`src/rtl/keypad_matrix_scanner.sv`:
```
`default_nettype none
// +--------------------------------------------------------------------------+
// | Module      : keypad_matrix_scanner                                      |
// | Description : Row-scanned ROWS x COLS key matrix reader. Rows are driven |
// |               active-low one at a time, and columns are sampled          |
// |               active-low. Each key is debounced over whole scan frames.  |
// |               The block keeps a debounced pressed-key bitmap and emits   |
// |               one press/release event per changed key over valid/ready.  |
// | Ports       : clk       - system clock                                   |
// |               RSTn      - asynchronous active-low reset                  |
// |               col       - column sense lines, 0 = pressed on driven row  |
// |               row       - row drive, exactly one bit low                 |
// |               key_state - debounced bitmap, bit r*COLS+c                 |
// |               any_key   - OR of key_state                                |
// |               ev_valid  - event available                                |
// |               ev_ready  - consumer accepts event                         |
// |               ev_code   - key index r*COLS+c of the event                |
// |               ev_press  - 1 = press, 0 = release                         |
// | Revision    : 1.0 - initial parametrised release                         |
// +--------------------------------------------------------------------------+
module keypad_matrix_scanner #(
  parameter int ROWS     = 4,
  parameter int COLS     = 4,
  parameter int CLK_DIV  = 2500,
  parameter int DEBOUNCE = 3,
  localparam int KW      = $clog2(ROWS*COLS)
) (
  input  logic                 clk,
  input  logic                 RSTn,
  input  logic [COLS-1:0]      col,
  output logic [ROWS-1:0]      row,
  output logic [ROWS*COLS-1:0] key_state,
  output logic                 any_key,
  output logic                 ev_valid,
  input  logic                 ev_ready,
  output logic [KW-1:0]        ev_code,
  output logic                 ev_press
);

  localparam int c_NKEYS = ROWS * COLS;
  localparam int c_DIV_W = $clog2(CLK_DIV);
  localparam int c_ROW_W = $clog2(ROWS);
  localparam int c_CNT_W = $clog2(DEBOUNCE + 1);

  localparam logic [c_DIV_W-1:0] c_DIV_LAST = c_DIV_W'(CLK_DIV - 1);
  localparam logic [c_ROW_W-1:0] c_ROW_LAST = c_ROW_W'(ROWS - 1);
  localparam logic [c_CNT_W-1:0] c_DEB      = c_CNT_W'(DEBOUNCE);

  localparam logic [0:0] S_IDLE = 1'b0;
  localparam logic [0:0] S_EMIT = 1'b1;

  // Scan state
  logic [c_DIV_W-1:0] r_div;
  logic [c_ROW_W-1:0] r_row_idx;
  logic [ROWS-1:0]    r_row;
  logic [c_NKEYS-1:0] r_raw;
  logic [c_NKEYS-1:0] r_prev;
  logic [c_CNT_W-1:0] r_stable;

  // Debounced state and emit datapath
  logic [0:0]         r_state;
  logic [0:0]         w_state_next;
  logic [c_NKEYS-1:0] r_key_state;
  logic [c_NKEYS-1:0] r_diff;
  logic               r_loaded;
  logic [KW-1:0]      r_code;
  logic               r_press;

  logic               w_capture;
  logic               w_frame_end;
  logic [c_NKEYS-1:0] w_raw_new;
  logic [c_CNT_W-1:0] w_stable_next;
  logic               w_commit;
  logic               w_handshake;
  logic [KW-1:0]      w_low_idx;
  logic [c_NKEYS-1:0] w_clr_mask;

  assign w_capture   = (r_div == c_DIV_LAST);
  assign w_frame_end = w_capture && (r_row_idx == c_ROW_LAST);

  // Raw frame including the row being captured this cycle; at frame end this
  // is the complete new frame. col is assumed to arrive already synchronised.
  always_comb begin
    w_raw_new = r_raw;
    for (int r = 0; r < ROWS; r++) begin
      if (r_row_idx == c_ROW_W'(r)) begin
        w_raw_new[r*COLS +: COLS] = ~col;
      end
    end
  end

  always_comb begin
    if (w_raw_new == r_prev) begin
      w_stable_next = (r_stable == c_DEB) ? c_DEB : r_stable + 1'b1;
    end else begin
      w_stable_next = c_CNT_W'(1);
    end
  end

  // A stable change waits in the raw frame while an emit is in progress and
  // is picked up at the first frame end after the FSM is idle again.
  assign w_commit = w_frame_end && (w_stable_next == c_DEB) &&
                    (w_raw_new != r_key_state) && (r_state == S_IDLE);

  always_ff @(posedge clk or negedge RSTn) begin
    if (!RSTn) begin
      r_div     <= '0;
      r_row_idx <= '0;
      r_row     <= {{(ROWS-1){1'b1}}, 1'b0};
      r_raw     <= '0;
      r_prev    <= '0;
      r_stable  <= '0;
    end else begin
      if (w_capture) begin
        r_div     <= '0;
        r_raw     <= w_raw_new;
        r_row     <= {r_row[ROWS-2:0], r_row[ROWS-1]};
        r_row_idx <= (r_row_idx == c_ROW_LAST) ? '0 : r_row_idx + 1'b1;
      end else begin
        r_div <= r_div + 1'b1;
      end
      if (w_frame_end) begin
        r_prev   <= w_raw_new;
        r_stable <= w_stable_next;
      end
    end
  end

  // Lowest set bit of diff: descending scan leaves the smallest index.
  always_comb begin
    w_low_idx = '0;
    for (int i = c_NKEYS - 1; i >= 0; i--) begin
      if (r_diff[i]) begin
        w_low_idx = KW'(i);
      end
    end
  end

  always_comb begin
    w_clr_mask         = '0;
    w_clr_mask[r_code] = 1'b1;
  end

  assign w_handshake = ev_valid && ev_ready;

  // Emit FSM: state register
  always_ff @(posedge clk or negedge RSTn) begin
    if (!RSTn) begin
      r_state <= S_IDLE;
    end else begin
      r_state <= w_state_next;
    end
  end

  // Emit FSM: next state
  always_comb begin
    w_state_next = r_state;
    case (r_state)
      S_IDLE: if (w_commit) w_state_next = S_EMIT;
      S_EMIT: if (w_handshake && ((r_diff & ~w_clr_mask) == '0)) w_state_next = S_IDLE;
      default: w_state_next = S_IDLE;
    endcase
  end

  // Emit FSM: outputs
  always_comb begin
    ev_valid = (r_state == S_EMIT) && r_loaded;
    ev_code  = r_code;
    ev_press = r_press;
  end

  // Event datapath. Each event spends one cycle being loaded from diff
  // into the output registers, then is held until it is accepted. The
  // output registers stay fixed under backpressure.
  always_ff @(posedge clk or negedge RSTn) begin
    if (!RSTn) begin
      r_key_state <= '0;
      r_diff      <= '0;
      r_loaded    <= 1'b0;
      r_code      <= '0;
      r_press     <= 1'b0;
    end else if (w_commit) begin
      r_key_state <= w_raw_new;
      r_diff      <= w_raw_new ^ r_key_state;
      r_loaded    <= 1'b0;
    end else if (r_state == S_EMIT) begin
      if (!r_loaded) begin
        r_code   <= w_low_idx;
        r_press  <= r_key_state[w_low_idx];
        r_loaded <= 1'b1;
      end else if (ev_ready) begin
        r_diff   <= r_diff & ~w_clr_mask;
        r_loaded <= 1'b0;
      end
    end
  end

  assign row       = r_row;
  assign key_state = r_key_state;
  assign any_key   = |r_key_state;

endmodule
`default_nettype wire
```
`config.mk`:
```
export PLATFORM = sky130hd
export DESIGN_NAME = keypad_matrix_scanner
export DESIGN_NICKNAME = d
export VERILOG_FILES = /design/src/rtl/keypad_matrix_scanner.sv
export SDC_FILE = /design/constraint.sdc
export NUM_CORES = 1
export LEC_CHECK = 0
export ABC_AREA = 1
export CAP_MARGIN = 40
export CORE_MARGIN = 2
export CORE_UTILIZATION = 62
export DETAILED_ROUTE_END_ITERATION = 8
export GPL_TIMING_DRIVEN = 1
export PLACE_DENSITY = 0.83
export RECOVER_POWER = 100
export SYNTH_ARGS = -nofsm -noshare
export SYNTH_HDL_FRONTEND = slang
export SYNTH_SLANG_ARGS = --single-unit
```
`constraint.sdc`:
```
create_clock -name clk -period 6.1 [get_ports clk]
set_input_delay 1.22 -clock clk [delete_from_list [all_inputs] [get_ports clk]]
set_output_delay 1.22 -clock clk [all_outputs]
set_load 0.005 [all_outputs]
```
# [Word level (Yosys, flattened, before mapping)]
# Cells that the tools add are included.
# Widths: inputs -> output; s select.
[classes] add_sub_neg=3 n_lt_le_gt_ge=3 n_eq_ne=8 n_mux=39 bitwise=7 n_reduce_logical=16
[ops] op="$mux 4" count=20
[ops] op="$mux 16" count=4
[ops] op="$and 16x16->16" count=1
[ops] op="$eq 16x16->1" count=1
[ops] op="$logic_not 16->1" count=1
[ops] op="$ne 16x16->1" count=1
[ops] op="$not 16->16" count=1
[ops] op="$reduce_or 16->1" count=1
[ops] op="$xor 16x16->16" count=1
[ops] op="$add 12x1->12 const B" count=1
[ops] op="$eq 12x12->1 const B" count=1
[ops] op="$mux 12" count=1
[ops] op="$lt 4x5->1 const B" count=2
[ops] op="$eq 2x2->1 const B" count=4
[ops] op="$logic_and 1x1->1" count=8
[ops] op="$mux 1" count=8
[ops] op="$mux 2" count=3
[ops] op="$reduce_and 3->1" count=2
[ops] op="$reduce_bool 2->1" count=3
[ops] op="$add 2x1->2 const B" count=2
[ops] op="$bmux 1 s4" count=1
[ops] op="$demux 1 s4" count=1
[ops] op="$ge 4x1->1 const B" count=1
[ops] op="$not 4->4" count=1
[ops] op="other kinds (4)" count=6
[word_totals] ff_bits=91 input_bits=7 output_inout_bits=27 word_cells=88

# [Longest topological paths before layout]
[logic_depth] word_depth=18 depth_mapped=23 depth_no_buf=23

# [Worst setup path before layout]
# No wires, ideal clock.
[synth_path] path_type="in2reg" from="input port col[2]" to="register r_diff[3]" setup_time_ns=0.131 t_arrival_ns=2.586 required_time_ns=5.969 path_slack_ns=3.383 stages=11 cell_sequence="nand2_1 o21ai_1 o22ai_1 nor2_1 nand2_1 nor4_2 o2111a_1 nand3_2 nand2_1 buf_4 o211ai_1"
[synth_between] elab_chain_cells=10 elab_cells_between_ends=17
[synth_lines] item="from (decl)" line_no="30" source="input logic [COLS-1:0] col,"
[synth_lines] item="$not 4->4 (*)" line_no="87" source="w_raw_new[r*COLS +: COLS] = ~col;"
[synth_lines] item="$mux 4" line_no="86" source="if (r_row_idx == c_ROW_W'(r)) begin"
[synth_lines] item="$eq 16x16->1" line_no="93" source="if (w_raw_new == r_prev) begin"
[synth_lines] item="$mux 2" line_no="93"
[synth_lines] item="$eq 2x2->1" line_no="102" source="assign w_commit = w_frame_end && (w_stable_next == c_DEB) &&"
[synth_lines] item="$logic_and 1x1->1" line_no="102"
[synth_lines] item="$logic_and 1x1->1 (*)" line_no="102"
[synth_lines] item="$logic_and 1x1->1 (*)" line_no="103" source="(w_raw_new != r_key_state) && (r_state == S_IDLE);"
[synth_lines] item="$reduce_bool 2->1 (no line)"
[synth_lines] item="$reduce_and 3->1 (no line)"
[synth_lines] item="to (signal assigned)" line_no="184" source="r_diff <= w_raw_new ^ r_key_state;"
[synth_lines] item="to (signal assigned)" line_no="192" source="r_diff <= r_diff & ~w_clr_mask;"
[synth_lines] item="to (decl)" line_no="64" source="logic [c_NKEYS-1:0] r_diff;"
# Every way passes the cells marked *; elsewhere a longest branch is shown, timed or not.
# A chain may end at the register's enable or synchronous reset.

# [Worst setup path in the final report]
[layout_path] from="input port col[3]" to="register r_diff[2]"
# Same word-level chain as after synthesis.

==> metrics.yaml <==
power_and_ir_drop:
  power_mw: 1.11
  p_comb_frac: 0.049
  clkPwrFrac: 0.403
  power_density_nw_per_um2: 208
  p_sw_frac: 0.224
  p_sw_mw: 0.249
  intPower_mw: 0.863
  power_frac_seq: 0.548
  cellLeakagePower_nw: 2.63
  peakVddDrop_mv: 0.147
sta:
  post-route-period-util: 0.793
  rsz0062_at_grt: "false"
  skew_ns: 0.00679
  setup_tns_ns: 0
  finalSetupViolCount: 0
  holdWs_ns: 0.489
  hold_violations: 0
  setup_ws_ns: 1.26
  fmax_mhz: 207
  final_max_slew_viol_count: 94
  period_needed_ns: 4.84
  timing.slew.headroom: -0.0483
  tightestPinTransition_ns: 1.57
clock_tree:
  cts_made_buffers: 9
  clock-sinks: 91
  h-tree-depth: 3
  cts_tree: "done"
  post_cts_buffers: 0
  cts_hold_buf: 0
  root_buffer: "clkbuf_8"
  cts_resized: 0
  clk_latency_ns: 0.35
  clk_pin_slew_ns: 0.09
  clockBufferDepth: 2
die:
  die_x_um: 92.0
  rows: 32
  die-area_um2: 8470
  ios: 34
  die-height_um: 92.0
  initial_core_util: 0.632
  core_area_um2: 7610
detailed_routing:
  routed_wirelength_um: 11700
  wl_per_cell_um: 15.8
  postRouteAntennaNets: 0
  drtPass1Iterations: 5
  vias: 4237
  drtIter0Drc: 372
  drc: 0
  vias_per_cell: 5.72
run_status:
  status: "finished with violations"
  violations: "capacitance limit, slew limit"
setup_path:
  crit_family: "simple AND/OR/NAND/NOR gates"
  start_kind: "input port"
  crit_slowest_cell: "nand2_1"
  worstPathCellList: "dlygate4sd3_1, o21ai_0, clkinv_1, nand2_1, o21ai_0, nor2_1, nand2_1, nor4_1, o2111a_1, nand3_1, nand2_1, inv_1, nand2_1, o211ai_1"
  cp_common_cell: "nand2_1"
  arrival_ns: 5.06
  criticalPathCategory: "in2reg"
  endpoint_kind: "flip-flop"
  slowest_delay_ns: 0.64
  cp_data_required_time_ns: 6.32
  path_buf_inv: 3
  cp_max_fo: 21
finish:
  fin_cells: 741
  diodes: 0
  fin_nets: 647
  final_common_cell: "nand2_1"
  final_cell_mix: "169 x nand2_1, 88 x dfrtp_1, 79 x inv_1"
  final-seq-area_um2: 2280
  fillers: 608
  multiInputGateArea_um2: 2090
  area_growth_pct: 11.6
  fin_area_um2: 5360
  finish.utilization: 0.705
  drive_above_1_share: 0.0344
place:
  dp.cells: 726
  gp_congestion: 0.974
  dp_hpwl_um: 8470
  portBuffers: 33
  preCtsSetupSlack_ns: 1.74
  post_dp_cell_area_um2: 5210
synthesis:
  syn-cell-area_um2: 4810
  yosysWarnings: 0
  synthesis.instances: 602
  ys_types: 35
  avgSynthCellArea_um2: 7.98
  ys_ff_latch: 91
  ys_seq_area_frac: 0.475
  synth_nets: 614
grt:
  grt_usage: 0.292
  gr-total-overflow: 0
  grt_pass1_vias: 4066
  grt_max_degree: 64
  grt_pass1_wl_um: 19600
  antenna_found_initial: 0
job:
  cap_violations: 2
worst_hold_path:
  hp-class: "reg2reg"
-- logic make-up after synthesis --
logic type / share of synthesized area
flip-flops: 0.475
adder cells (fa/ha/maj): 0.0130
XOR/XNOR: 0.0510
buffers and inverters: 0.0802
AO/OA/AOI/OAI: 0.155
AND/OR/NAND/NOR: 0.226
-- cell usage after synthesis --
library cell  number  area share
nand2_1          169        0.13
inv_2              3      0.0023
nand3b_1           2      0.0031
a31oi_1            1      0.0013
o2111a_1           1      0.0023
o21a_1             1      0.0016
o21ai_1           13       0.014
nor2_1            24       0.019
nand3_2            1      0.0021
nor4b_1            2      0.0036
xnor2_1            1      0.0018
a21oi_1           19       0.020
ha_1               5       0.013
nand4_1            5      0.0065
o211ai_1          11       0.017
dfstp_2            3       0.016
buf_2              2      0.0021
clkbuf_1          10      0.0078
o21ai_2           10       0.018
nor4_1            13       0.017
a41oi_1            1      0.0018
buf_6              2      0.0047
nor3_1             7      0.0073
o22ai_1            1      0.0013
o21bai_1           1      0.0016
buf_4              1      0.0016
a211oi_1           1      0.0016
nand3_1           32       0.033
inv_1             79       0.062
dfrtp_1           88        0.46
o311ai_0           1      0.0018
nor4_2             1      0.0026
xor2_1            27       0.049
o211ai_2           4       0.010
o21ai_0           60       0.062
-- layer usage --
metal / vias to the layer above / global-route usage / share of wire / wire length [um]
met2: 176 / 0.487 / 0.49 / 5730
met3: 27 / 0.0411 / 0.063 / 737
li1: 2033 / - / - / -
met1: 2001 / 0.394 / 0.43 / 5000
met4: 0 / 0.104 / 0.021 / 251
met5: - / 0 / 0 / 0
-- power groups by stage --
stage | clock [mW] | combinational (mW) | sequential (mW)
2_1_floorplan | 0 | 0.0288 | 0.621
3_3_place_gp | 0 | 0.0542 | 0.621
3_5_place_dp | 0 | 0.0551 | 0.622
4_1_cts | 0.449 | 0.0560 | 0.610
5_1_grt | 0.477 | 0.0620 | 0.610
6_report | 0.449 | 0.0544 | 0.610
-- path summary, 6_finish.rpt --
path | startpoint | to | slack [ns] | cells after the start
max | col[3] | r_diff[2]$_DFFE_PN0P_ | 1.26 | 14
min | r_div[0]$_DFF_PN0_ | r_div[0]$_DFF_PN0_ | 0.49 | 1
max reg2reg | r_row_idx[1]$_DFFE_PN0N_ | r_diff[2]$_DFFE_PN0P_ | 1.98 | 15
min reg2reg | r_div[0]$_DFF_PN0_ | r_div[0]$_DFF_PN0_ | 0.49 | 1
max in group asynchronous | RSTn | r_prev[10]$_DFFE_PN0P_ | 2.64 | 2
min in group asynchronous | RSTn | r_diff[9]$_DFFE_PN0P_ | 1.24 | 1
-- flip-flops by register name, summed over array words and instances, names as in the netlist --
signal	cells
key_state	16
r_state	1
r_diff	16
r_prev	16
r_loaded	1
r_div	12
r_raw	16
r_stable	2
ev_code	4
row	4
ev_press	1
r_row_idx	2
-- worst register-to-register path: stages (launching register included) --
cell and delay [ns]:
dfrtp_1 0.40, ha_1 0.33, inv_2 0.10, o21ai_0 0.36, clkinv_1 0.28, nand2_1 0.11
o21ai_0 0.09, nor2_1 0.09, nand2_1 0.07, nor4_1 0.31, o2111a_1 0.29, nand3_1 0.46
nand2_1 0.64, inv_1 0.20, nand2_1 0.14, o211ai_1 0.12
-- final cells by class --
cell class,count,area share
clock buffer,13,0.0278
inverter,82,0.0574
sequential,91,0.425
multi-input combinational,414,0.390
tap,102,0.0238
timing repair buffer,37,0.0649
clock inverter,2,0.0112
No activity file was read; power rests on OpenSTA's default activity.
